## src/rtl/mont_encode.sv

```systemverilog
// Standard-form to Montgomery-form converter: x*2^SIZE mod p by a bit-serial Horner pass,
// one modular doubling per cycle over 2*SIZE cycles.
module mont_encode #(
  parameter int SIZE = 32
) (
  input  logic            i_clk,
  input  logic            i_rst_n,
  input  logic            i_start,
  input  logic [SIZE-1:0] i_x,
  input  logic [SIZE-1:0] i_p,
  output logic            o_busy,
  output logic            o_done,
  output logic [SIZE-1:0] o_result,
  output logic            o_err
);

  // state  | meaning
  // IDLE   | waiting for i_start; operands latched on acceptance
  // RUN    | 2*SIZE modular doublings, x fed MSB first then zeros
  // DONE   | result registered, o_done pulses in the following cycle

  localparam int CW = $clog2(2*SIZE);

  typedef enum logic [1:0] {S_IDLE, S_RUN, S_DONE} state_t;

  state_t          r_state, w_state_nxt;
  logic [CW-1:0]   r_cnt;
  logic [SIZE-1:0] r_x, r_p, r_acc, r_result;
  logic            r_done, r_err;

  logic            w_bad, w_last, w_ge;
  logic [SIZE:0]   w_t;
  logic [SIZE-1:0] w_acc_nxt;

  assign w_bad  = ~i_p[0] | (i_p < SIZE'(3));
  assign w_last = (r_cnt == CW'(2*SIZE-1));

  // acc < p keeps t below 2p, so a single conditional subtract reduces it
  assign w_t       = {r_acc, 1'b0} + (SIZE+1)'(r_x[SIZE-1]);
  assign w_ge      = (w_t >= {1'b0, r_p});
  assign w_acc_nxt = SIZE'(w_ge ? (w_t - {1'b0, r_p}) : w_t);

  always_ff @(posedge i_clk or negedge i_rst_n) begin
    if (!i_rst_n) r_state <= S_IDLE;
    else          r_state <= w_state_nxt;
  end

  always_comb begin
    w_state_nxt = r_state;
    case (r_state)
      S_IDLE:  if (i_start) w_state_nxt = w_bad ? S_DONE : S_RUN;
      S_RUN:   if (w_last)  w_state_nxt = S_DONE;
      S_DONE:  w_state_nxt = S_IDLE;
      default: w_state_nxt = S_IDLE;
    endcase
  end

  always_ff @(posedge i_clk or negedge i_rst_n) begin
    if (!i_rst_n) begin
      r_cnt    <= '0;
      r_x      <= '0;
      r_p      <= '0;
      r_acc    <= '0;
      r_result <= '0;
      r_done   <= 1'b0;
      r_err    <= 1'b0;
    end else begin
      r_done <= 1'b0;
      case (r_state)
        S_IDLE: begin
          if (i_start) begin
            r_x   <= i_x;
            r_p   <= i_p;
            r_acc <= '0;
            r_cnt <= '0;
            r_err <= w_bad;
          end
        end
        S_RUN: begin
          // shifting x left supplies zeros once its SIZE bits are consumed
          r_acc <= w_acc_nxt;
          r_x   <= {r_x[SIZE-2:0], 1'b0};
          r_cnt <= r_cnt + 1'b1;
        end
        S_DONE: begin
          r_done   <= 1'b1;
          r_result <= r_acc;
        end
        default: ;
      endcase
    end
  end

  assign o_busy   = (r_state == S_RUN);
  assign o_done   = r_done;
  assign o_result = r_result;
  assign o_err    = r_err;

endmodule
```

## config.mk

```make
export PLATFORM = sky130hd
export DESIGN_NAME = mont_encode
export DESIGN_NICKNAME = d
export VERILOG_FILES = /design/src/rtl/mont_encode.sv
export SDC_FILE = /design/constraint.sdc
export NUM_CORES = 1
export LEC_CHECK = 0
export BUFFER_PORTS_ARGS = -buffer_cell sky130_fd_sc_hd__buf_2
export CORE_MARGIN = 3
export CORE_UTILIZATION = 58
export DETAILED_ROUTE_END_ITERATION = 7
export PLACE_DENSITY = 0.87
export SLEW_MARGIN = 20
export SYNTH_ARGS = -nofsm -noshare
export SYNTH_HDL_FRONTEND = slang
export SYNTH_SLANG_ARGS = --single-unit
```

## constraint.sdc

```tcl
create_clock -name i_clk -period 3 [get_ports i_clk]
set_input_delay 0.6 -clock i_clk [delete_from_list [all_inputs] [get_ports i_clk]]
set_output_delay 0.6 -clock i_clk [all_outputs]
set_load 0.01 [all_outputs]
```

==> results of run 1 <==
==> state kept, by name, summed over array words and instances (netlist names) <==
signal and flops:
r_p 32, o_err 1, o_done 1, r_acc 32, r_state 2, r_x 32
o_result 32, r_cnt 6
==> stage by stage <==
stage / total power [mW] / setup WS [ns]
after floorplan: 4.77 / 0.423
after global placement: 5.46 / 0.159
after detailed placement: 5.58 / 0.106
after CTS: 7.96 / 0.0689
after global routing: 8.48 / -0.00146
final: 7.99 / 0.164
==> how the worst min path moves through the flow <==
stage                   to  slack [ns]  cells after the start
3_3_place_gp       r_x[28]        0.46                      2
2_1_floorplan       o_done        0.30                      0
6_report       o_result[4]        0.11                      1
3_5_place_dp       r_x[28]        0.47                      2
4_1_cts        o_result[5]        0.14                      1
5_1_grt        o_result[4]        0.15                      1
==> cells in the final DEF (no fill, tap or decap), types with 5 or more instances in the layout <==
master / n
a21o_1: 18
a21oi_1: 29
a32oi_1: 5
and3_1: 6
buf_2: 100
buf_4: 10
bufinv_16: 5
clkbuf_16: 17
clkinv_4: 5
dfrtp_1: 138
ha_1: 30
inv_1: 43
mux2_2: 32
mux2i_1: 45
nand2_1: 128
nand2b_1: 8
nand3_1: 26
nand4_1: 7
nor2_1: 16
nor2b_1: 5
nor4_1: 10
o211ai_1: 6
o21ai_0: 83
o21ai_1: 13
o311ai_0: 14
xnor2_1: 13
xor2_1: 12
==> cell families (layout without fill, tap and decap cells) <==
group | after synthesis | in the layout | share of synthesized area [%]
DFF | 138 | 138 | 45.7
xor gates and xnor gates | 25 | 25 | 2.90
and+or+nand+nor | 227 | 227 | 13.6
buffers and inverters | 86 | 192 | 4.48
adders and majority gates | 34 | 34 | 5.72
muxes | 77 | 77 | 10.7
AOI/OAI and AO/OA | 203 | 203 | 16.9
==> worst max-delay path, stage by stage, from the launching register on <==
cell and delay [ns]:
dfrtp_1 0.37, inv_1 0.06, ha_1 0.22, fa_2 0.38, nor2b_2 0.17, o2111ai_2 0.15
nand3_2 0.14, a21oi_1 0.09, o211ai_1 0.18, buf_4 0.16, nand2_1 0.10, or3_1 0.36
a31o_2 0.24, o21ai_1 0.14
==> cell usage after synthesis (6+ instances only) <==
cell      instances
nor2_1           16
xor2_1           12
nand2b_1          8
mux2_2           32
ha_1             33
nor2b_1           6
nor4_1           10
inv_1            43
dfrtp_1         138
a21oi_1          29
mux2i_1          45
and3_1            6
o21ai_1          13
clkbuf_1         34
nand3_1          28
nand4_1           7
o21ai_0          83
o211ai_1          6
xnor2_1          13
a21o_1           18
o311ai_0         14
nand2_1         128
==> layout make-up <==
type | instances | area (µm²)
flip-flops and latches | 138 | 3450
multi-input cells | 566 | 3810
inverters | 44 | 165
well taps | 172 | 215
clock inverters | 14 | 220
repair buffers | 116 | 678
clock buffers | 18 | 439
fillers | 892 | 3680
==> routing by layer <==
layer / vias up / share of wire (%) / GRT usage [%]
li1: 3000 / - / -
met1: 3022 / 43 / 34.1
met2: 174 / 50 / 44.2
met3: 30 / 5.0 / 6.88
met4: 0 / 1.9 / 8.73
met5: - / 0 / 0
==> timing repair <==
item / CTS / global route
endpoints found under the setup margin: 1 / 5
pin swaps: 1 / 1
buffers inserted: 1 / 0
resized for setup: 0 / 9
==> power by group through the flow <==
stage | Sequential (mW) | Clock, mW | Combinational (mW)
3_3_place_gp | 2.61 | 0 | 2.85
5_1_grt | 2.66 | 2.43 | 3.38
6_report | 2.61 | 2.33 | 3.05
2_1_floorplan | 2.57 | 0 | 2.20
3_5_place_dp | 2.63 | 0 | 2.95
4_1_cts | 2.61 | 2.35 | 3.00
==> summary.txt, run 1 <==
Outcome
  • Status: finished, final reports clean

Critical path
  • FF-to-FF setup slack: 0.16 ns
  • Critical path endpoint: r_acc[22]
  • Worst R2R Start: r_x[31]
  • Critical Path AT: 3.18 ns
  • Cells on worst reg2reg path: 13
  • Reg2reg end: r_acc[22]
  • CP endpoint kind: flip-flop
  • CP required: 3.35 ns
  • Setup Crit Path Kind: flip-flop to flip-flop
  • Crit path launch: r_x[31]
  • Kind of start point of the critical path: flip-flop
  • Crit Path Max Fanout: 3

Drt
  • Final ANT Viol Nets: 0
  • Drt first pass iters: 6
  • DRC Markers: 0
  • WL per Instance: 17.3 µm
  • Via count: 6226
  • Drt via density: 5.83
  • Routed wire length: 18500 µm
  • DRT iter0 DRCs: 511

Global routing
  • Overflow left after global routing: 0
  • Initial antenna violation count: 0
  • First-pass GRT wire length: 30100 µm
  • Largest net degree at the start of global routing: 77
  • GRT Total Usage: 26.6%
  • Number of global-route vias before repair: 6042

Power and ir drop
  • Clock network power share: 29.2%
  • Int Power: 5.02 mW
  • Pwr Density: 889 nW/µm²
  • Sw frac: 37.2%
  • Leak: 4.53 nW
  • Net Switching: 2.97 mW
  • Part of the power in registers: 32.7%
  • Peak supply drop: 0.000765 V
  • Gate power share: 38.1%

Place
  • Hpwl dp: 12400 µm
  • Placed Cells incl. Taps: 1035
  • I/O Buffers: 101
  • GP Congestion: 0.910
  • Cell area after placement: 8290 µm²

Die
  • Initial Utilization: 59.7%
  • Die width: 120 µm
  • Row cnt: 41
  • Num ports: 102
  • Core area: 12700 µm²
  • Die area: 14400 µm²
  • Die height: 120 µm

Cells and area
  • # diodes: 0
  • Proportion of layout cells with a drive suffix above 1: 22.2%
  • Layout net count: 984
  • Post-route insts no fill: 1068
  • Final Util: 70.9%
  • Fin area: 8990 µm²
  • Area delta synth->final: 18.8%

Synthesis
  • Synth Cell Area: 7560 µm²
  • Cell taking the most area after synthesis: dfrtp_1
  • Largest cells by area after synthesis: dfrtp_1 (46%), nand2_1 (6.4%), mux2i_1 (6.0%), o21ai_0 (5.5%), ha_1 (5.5%)
  • Prevailing post-synth register cell: dfrtp_1
  • Synth Net Count: 891
  • Post-synth ARST share: 100%
  • Register area share after synthesis: 45.7%
  • Post-synth EDFFs: 0
  • Yosys top cell area share: 45.7%
  • Post-synthesis register bit count: 138
  • Cell variety after synth: 62
  • Synth Instances: 790
  • Syn Area/Cell: 9.57 µm²
  • Synth Warn #: 0

STA
  • Hold WS: 0.114 ns
  • F_max: 353 MHz
  • Final hold vios: 0
  • Final setup fails: 0
  • Final Skew: 0.0116 ns
  • Fin crit period: 2.84 ns
  • Final TNS setup: 0 ns
  • Tightest Pin Transition: 0.614 ns
  • Crit share post-route: 94.5%
  • Worst rel slew slack: 59.0%
  • Pins Over Slew Limit: 0

Clock tree
  • Worst-skew pair later-pin latency: 0.43 ns
  • Clk buf depth: 2
  • Worst-path clk slew: 0.06 ns
  • CTS Buf Count: 17
  • Number of buffers inserted by hold repair at cts: 0
  • Root buf cell: clkbuf_16
  • Sink Count: 138
  • CTS tree: yes
  • H-Tree Depth: 4

Job
  • Max Cap Viol: 0

Hold path
  • Hold WC Path Type: primary input to asynchronous set/reset pin
(Power assumes the default switching activity.)
==> run 2: changes to the inputs <==
--- a/config.mk
+++ b/config.mk
@@ -6,10 +6,13 @@
 export NUM_CORES = 1
 export LEC_CHECK = 0
 export BUFFER_PORTS_ARGS = -buffer_cell sky130_fd_sc_hd__buf_2
+export CORE_ASPECT_RATIO = 1.1
 export CORE_MARGIN = 3
 export CORE_UTILIZATION = 58
 export DETAILED_ROUTE_END_ITERATION = 7
+export GPL_TIMING_DRIVEN = 0
 export PLACE_DENSITY = 0.87
+export REMOVE_ABC_BUFFERS = 1
 export SLEW_MARGIN = 20
 export SYNTH_ARGS = -nofsm -noshare
 export SYNTH_HDL_FRONTEND = slang
==> run 2 against run 1 <==
Net effect: fmax fell by 2.7%; core utilization rose by 0.68 points; register-to-register slack got worse by 0.06 ns; final area rose by 1.2%; count of clock-buffer cells in the layout rose by 3; critical path type is now flip-flop to output port; sequential power barely moved; global-route usage fell by 1.5 points; sequential share of layout area fell by 0.44 points; critical endpoint is now o_busy; total power fell by 0.59%; clock power fell by 6%; setup slack got worse by 0.079 ns; flip-flop and latch count did not move.
==> summary.txt, run 2 (same netlist as run 1, synthesis figures left out) <==
Outcome
  • Status: finished, final reports clean

Power and ir drop
  • Clock network power share: 27.6% (-1.6 points)
  • Gate power share: 39.5% (+1.4 points)
  • Int Power: 5.02 mW (about the same)
  • Sw frac: 36.8% (-0.36 points)
  • Part of the power in registers: 32.8% (about the same)
  • Pwr Density: 874 nW/µm² (-1.7%)
  • Tot Pwr: 7.94 mW (-0.59%)
  • Net Switching: 2.92 mW (-1.5%)
  • Peak supply drop: 0.000689 V (-9.9%)
  • Leak: 4.54 nW (+0.23%)

Global routing
  • Largest net degree at the start of global routing: 75 (-2.6%)
  • Top Usage Layer GRT: met2
  • Grt met3 use: 7.06% (+0.19 points)
  • Met2 usage: 39.6% (-4.5 points)
  • First-pass GRT wire length: 29000 µm (-3.7%)
  • GRT met1 Usage: 31.4% (-2.7 points)
  • Number of global-route vias before repair: 6157 (+1.9%)
  • GRT Total Usage: 25.0% (-1.5 points)
  • Initial antenna violation count: 0 (unchanged)
  • Overflow left after global routing: 0 (unchanged)

Place
  • I/O Buffers: 101 (unchanged)
  • Hpwl dp: 12200 µm (-1.6%)
  • GP Congestion: 0.907 (-0.38%)
  • Placed Cells incl. Taps: 1018 (-1.6%)

Drt
  • Final ANT Viol Nets: 0 (unchanged)
  • Drt first pass iters: 6 (unchanged)
  • DRC Markers: 0 (unchanged)
  • DRT iter0 DRCs: 440 (-14%)
  • Via count: 6203 (-0.37%)
  • Drt via density: 5.89 (+0.95%)
  • Routed wire length: 17600 µm (-5.1%)
  • WL per Instance: 16.7 µm (-3.9%)

STA
  • Final hold vios: 0 (unchanged)
  • Final Skew: 0.00903 ns (-0.00256 ns)
  • Crit share post-route: 97.2% (+2.6 points)
  • Fin crit period: 2.92 ns (+0.0792 ns)
  • Pins Over Slew Limit: 0 (unchanged)
  • Final setup fails: 0 (unchanged)
  • Worst rel slew slack: 48.2% (-11 points)
  • Hold WS: 0.146 ns (+0.0322 ns)
  • Tightest Pin Transition: 0.777 ns (+0.162 ns)
  • F_max: 343 MHz (-2.7%)
  • Unrepaired setup endpoints after global routing: yes

Cells and area
  • Post-route insts no fill: 1054 (-1.3%)
  • Layout net count: 985 (+0.10%)
  • Proportion of layout cells with a drive suffix above 1: 23.1% (+0.87 points)
  • Most common cell after layout, fill and taps aside: dfrtp_1
  • # diodes: 0 (unchanged)
  • Final Util: 71.6% (+0.68 points)
  • Most frequent cells in the layout: dfrtp_1 (138), nand2_1 (128), buf_2 (100)
  • Area delta synth->final: 20.2%

Clock tree
  • Worst-path clk slew: 0.06 ns (about the same)
  • Sink Count: 138 (unchanged)
  • Worst-skew pair later-pin latency: 0.43 ns (about the same)
  • Root buf cell: clkbuf_16
  • CTS Buf Count: 17 (unchanged)
  • CTS tree: yes
  • Clk buf depth: 2 (unchanged)
  • H-Tree Depth: 4 (unchanged)

Die
  • Num ports: 102 (unchanged)
  • Row cnt: 43 (+4.9%)
  • Die area: 14400 µm² (about the same)
  • Initial Utilization: 59.6% (-0.12 points)
  • Die height: 126 µm (+4.6%)
  • Die width: 115 µm (-4.4%)
  • Core area: 12700 µm² (+0.21%)

Job
  • Max Cap Viol: 0 (unchanged)

Critical path
  • CP endpoint kind: output port
  • Crit Path Max Fanout: 60 (+57)
  • Reg2reg end: r_acc[30]
  • Kind of start point of the critical path: flip-flop
  • Cells on worst reg2reg path: 12 (-1)
  • FF-to-FF setup slack: 0.10 ns (-0.06 ns)
  • Setup Crit Path Kind: flip-flop to output port
  • Worst R2R Start: r_acc[5]
  • CP required: 2.40 ns (-0.95 ns)
  • Critical Path AT: 2.32 ns (-0.86 ns)

Hold path
  • Hold WC Path Type: primary input to asynchronous set/reset pin
[run 2: worst max-delay path by stage]
| stage | start | to | slack (ns) | cells after the start |
|---|---|---|---|---|
| 3_3_place_gp | i_start | r_x[20] | -3.07 | 3 |
| 3_5_place_dp | r_acc[3] | r_acc[8] | -0.21 | 12 |
| 6_report | r_state[1] | o_busy | 0.08 | 3 |
| 4_1_cts | r_state[1] | o_busy | 0.003 | 3 |
| 5_1_grt | r_state[1] | o_busy | -0.01 | 3 |
| 2_1_floorplan | i_start | r_x[10] | -1.26 | 2 |
[run 2: power groups by stage]
stage	Combinational (mW)	Clock (mW)	Sequential [mW]
5_1_grt	3.53	2.30	2.67
4_1_cts	3.02	2.22	2.61
3_5_place_dp	3.00	0	2.63
6_report	3.14	2.20	2.61
3_3_place_gp	2.79	0	2.61
2_1_floorplan	2.14	0	2.57
[run 2: repair_timing]
item,4_1_cts,5_1_grt
gates resized for setup,2,20
buffers inserted,3,1
setup endpoints to repair,24,16
pin swaps,2,2
hold buffers,0,0
[run 2: area by class of cell]
type | instances | area [µm²]
sequential | 138 | 3450
clock buffer | 21 | 480
multi-input combinational | 566 | 3900
inverter | 44 | 173
tap | 157 | 196
timing repair buffer | 117 | 749
clock inverter | 11 | 141
fill | 959 | 3610
[run 2: routing by layer]
layer	vias up	wire length [µm]
li1	3002	-
met1	2957	7380
met2	200	8430
met3	44	1150
met4	0	607
met5	-	0
[run 2: stage by stage]
stage,TNS (ns),area (µm²),setup slack [ns]
floorplan,-110.28,7390,-1.26
global placement,-359.04,8090,-3.07
detailed placement,-1.68,8330,-0.206
CTS,0,8980,0.00252
global route,-0.0214,9090,-0.0134
finish,0,9090,0.0844
[run 2: critical path, cell delays in order (launching register included)]
cell and delay, ns:
dfrtp_1 0.46, nand2b_2 0.59, inv_8 0.57, buf_2 0.22
==> run 3: changes to the inputs <==
--- a/config.mk
+++ b/config.mk
@@ -8,10 +8,10 @@
 export BUFFER_PORTS_ARGS = -buffer_cell sky130_fd_sc_hd__buf_2
 export CORE_ASPECT_RATIO = 1.1
 export CORE_MARGIN = 3
-export CORE_UTILIZATION = 58
+export CORE_UTILIZATION = 42
 export DETAILED_ROUTE_END_ITERATION = 7
 export GPL_TIMING_DRIVEN = 0
-export PLACE_DENSITY = 0.87
+export PLACE_DENSITY = 0.68
 export REMOVE_ABC_BUFFERS = 1
 export SLEW_MARGIN = 20
 export SYNTH_ARGS = -nofsm -noshare
==> constraint.sdc (replaced) <==
create_clock -name i_clk -period 3 [get_ports i_clk]
set_input_delay 0.45 -clock i_clk [delete_from_list [all_inputs] [get_ports i_clk]]
set_output_delay 0.45 -clock i_clk [all_outputs]
set_load 0.01 [all_outputs]
==> run 3 against run 2 <==
Net effect: worst hold slack gained 0.11 ns; non-clock buffer count is 14 higher; final area up 1.8%; sequential share of layout area down 0.69 points; clock power is 9.5% lower; critical path depth increased by 10; critical path type is now flip-flop to flip-flop; register-to-register slack better by 0.03 ns.
==> summary.txt, run 3 (same netlist as run 1, synthesis figures left out) <==
Outcome
  • Status: finished, final reports clean

Place
  • I/O Buffers: 101 (unchanged)
  • GP Congestion: 0.865 (-4.6%)
  • Dpl ws: -0.431 ns (-0.225 ns)
  • Hpwl dp: 12700 µm (+4.5%)
  • Placed Cells incl. Taps: 1096 (+7.7%)

Critical path
  • CP required: 3.27 ns (+0.87 ns)
  • Slowest cell delay on critical path: 0.36 ns (-0.23 ns)
  • CP most frequent cell: buf_6
  • CP endpoint kind: flip-flop
  • CP bufs+invs: 3 (+1)
  • Reg2reg end: r_acc[8]
  • Slowest cell on the critical path: dfrtp_1
  • Worst R2R Start: r_p[4]
  • Cells on worst reg2reg path: 13 (+1)
  • FF-to-FF setup slack: 0.13 ns (+0.03 ns)
  • Crit Path Max Fanout: 11 (-82%)
  • Critical Path AT: 3.14 ns (+0.82 ns)
  • CP cell instances: inv_1, ha_2, a21o_1, a31oi_2, a21oi_2, nor2_2, o21bai_2, o211a_1, o31ai_4, buf_6, buf_6, mux2i_1, o21ai_1
  • Delay-heaviest family, CP: compound AO/OA/AOI/OAI gates
  • Kind of start point of the critical path: flip-flop
  • Setup Crit Path Kind: flip-flop to flip-flop

Power and ir drop
  • Pwr Density: 841 nW/µm² (-3.7%)
  • Leak: 4.60 nW (+1.3%)
  • Peak supply drop: 0.000458 V (-34%)

STA
  • Fin crit period: 2.87 ns (-0.0470 ns)
  • Final Skew: 0.00629 ns (-0.00273 ns)
  • Final hold vios: 0 (unchanged)
  • Worst rel slew slack: 52.7% (+4.5 points)
  • Worst setup margin: 0.131 ns (+0.0470 ns)
  • Hold WS: 0.253 ns (+0.107 ns)
  • F_max: 349 MHz (+1.6%)
  • Pins Over Slew Limit: 0 (unchanged)
  • Tightest Pin Transition: 0.709 ns (-0.0677 ns)
  • Final setup fails: 0 (unchanged)
  • Crit share post-route: 95.6% (-1.6 points)

Clock tree
  • CTS Buf Count: 17 (unchanged)
  • Root buf cell: clkbuf_16
  • Sink Count: 138 (unchanged)
  • H-Tree Depth: 4 (unchanged)
  • Worst-skew pair later-pin latency: 0.42 ns (about the same)
  • Clk buf depth: 2 (unchanged)
  • Worst-path clk slew: 0.06 ns (about the same)
  • CTS tree: yes

Drt
  • DRC Markers: 0 (unchanged)
  • Routed wire length: 17900 µm (+2.2%)
  • Drt via density: 5.33 (-9.5%)
  • Final ANT Viol Nets: 0 (unchanged)
  • Via count: 6088 (-1.9%)
  • DRT iter0 DRCs: 351 (-20%)
  • WL per Instance: 15.7 µm (-5.8%)
  • Drt first pass iters: 5 (-1)

Die
  • Initial Utilization: 43.6% (-16 points)
  • Num ports: 102 (unchanged)
  • Die width: 134 µm (+17%)
  • Row cnt: 50 (+16%)
  • Core area: 17300 µm² (+36%)
  • Die area: 19700 µm² (+36%)
  • Die height: 147 µm (+17%)

Cells and area
  • Layout net count: 999 (+1.4%)
  • Proportion of layout cells with a drive suffix above 1: 24.2% (+1.1 points)
  • # diodes: 0 (unchanged)
  • Most frequent cells in the layout: dfrtp_1 (138), nand2_1 (128), buf_2 (101)
  • Area delta synth->final: 22.4%
  • Most common cell after layout, fill and taps aside: dfrtp_1
  • Final Util: 53.4% (-18 points)
  • Post-route insts no fill: 1143 (+8.4%)

Global routing
  • First-pass GRT wire length: 29900 µm (+3.0%)
  • GRT Total Usage: 18.8% (-6.3 points)
  • Number of global-route vias before repair: 6005 (-2.5%)
  • Overflow left after global routing: 0 (unchanged)
  • Initial antenna violation count: 1 (+1)
  • Largest net degree at the start of global routing: 74 (-1.3%)

Job
  • Max Cap Viol: 0 (unchanged)

Hold path
  • Hold WC Path Type: primary input to flip-flop
  • Hold Crit Depth: 3
  • Hold EP: r_p[2]
  • Worst Hold Launch: i_p[2]
==> run 3: worst max path at each step <==
stage | endpoint | cells after the start | slack [ns] | from
floorplan | r_x[10] | 2 | -1.12 | r_state[0]
global placement | r_p[24] | 5 | -3.31 | i_start
detailed placement | r_acc[8] | 12 | -0.43 | r_acc[3]
CTS | r_acc[30] | 13 | 0.04 | r_x[31]
global route | r_acc[22] | 13 | -0.02 | r_x[31]
finish | r_acc[8] | 13 | 0.13 | r_p[4]
==> run 3: metal layers <==
| metal | share of wire [%] | wire, µm | GRT usage (%) |
|---|---|---|---|
| met2 | 47 | 8390 | 30.7 |
| met4 | 1.8 | 318 | 6.17 |
| met5 | 0.039 | 7 | 0 |
| met1 | 45 | 8040 | 23.9 |
| met3 | 6.6 | 1190 | 5.55 |
==> run 3: worst min-delay path: cells and delay by family <==
| kind | cells | cell delay, ns |
|---|---|---|
| AO/OA/AOI/OAI | 1 | 0.05 |
| buffers and inverters | 1 | 0.09 |
| AND/OR/NAND/NOR | 1 | 0.04 |
==> run 3: per-stage QoR <==
| stage | total power, mW | cell area (µm²) | setup TNS [ns] |
|---|---|---|---|
| final | 7.79 | 9260 | 0 |
| after global routing | 8.38 | 9260 | -0.0474 |
| after CTS | 7.71 | 9050 | 0 |
| after detailed placement | 5.66 | 8440 | -6.64 |
| after global placement | 5.46 | 8190 | -369.22 |
| after floorplan | 4.72 | 7390 | -95.47 |
==> run 3: cell type report <==
type	count	area, µm²
multi-input combinational	566	3900
clock inverter	6	63.8
sequential	138	3450
timing repair buffer	131	868
clock buffer	24	502
tap	234	293
fill	1559	8070
inverter	44	179
==> run 3: what timing repair did <==
item,in CTS,in global routing
hold buffers,1,0
gates cloned,0,1
resized for setup,3,25
buffers inserted,4,11
hold endpoints to repair,47,0
pin swaps,2,5
endpoints found under the setup margin,33,16
==> run 3: report_power, final <==
| group | switching [mW] | total [mW] | internal (mW) |
|---|---|---|---|
| registers | 0.245 | 2.60 | 2.35 |
| clock network | 0.754 | 1.99 | 1.24 |
| logic | 1.86 | 3.20 | 1.34 |
| total | 2.86 | 7.79 | 4.93 |
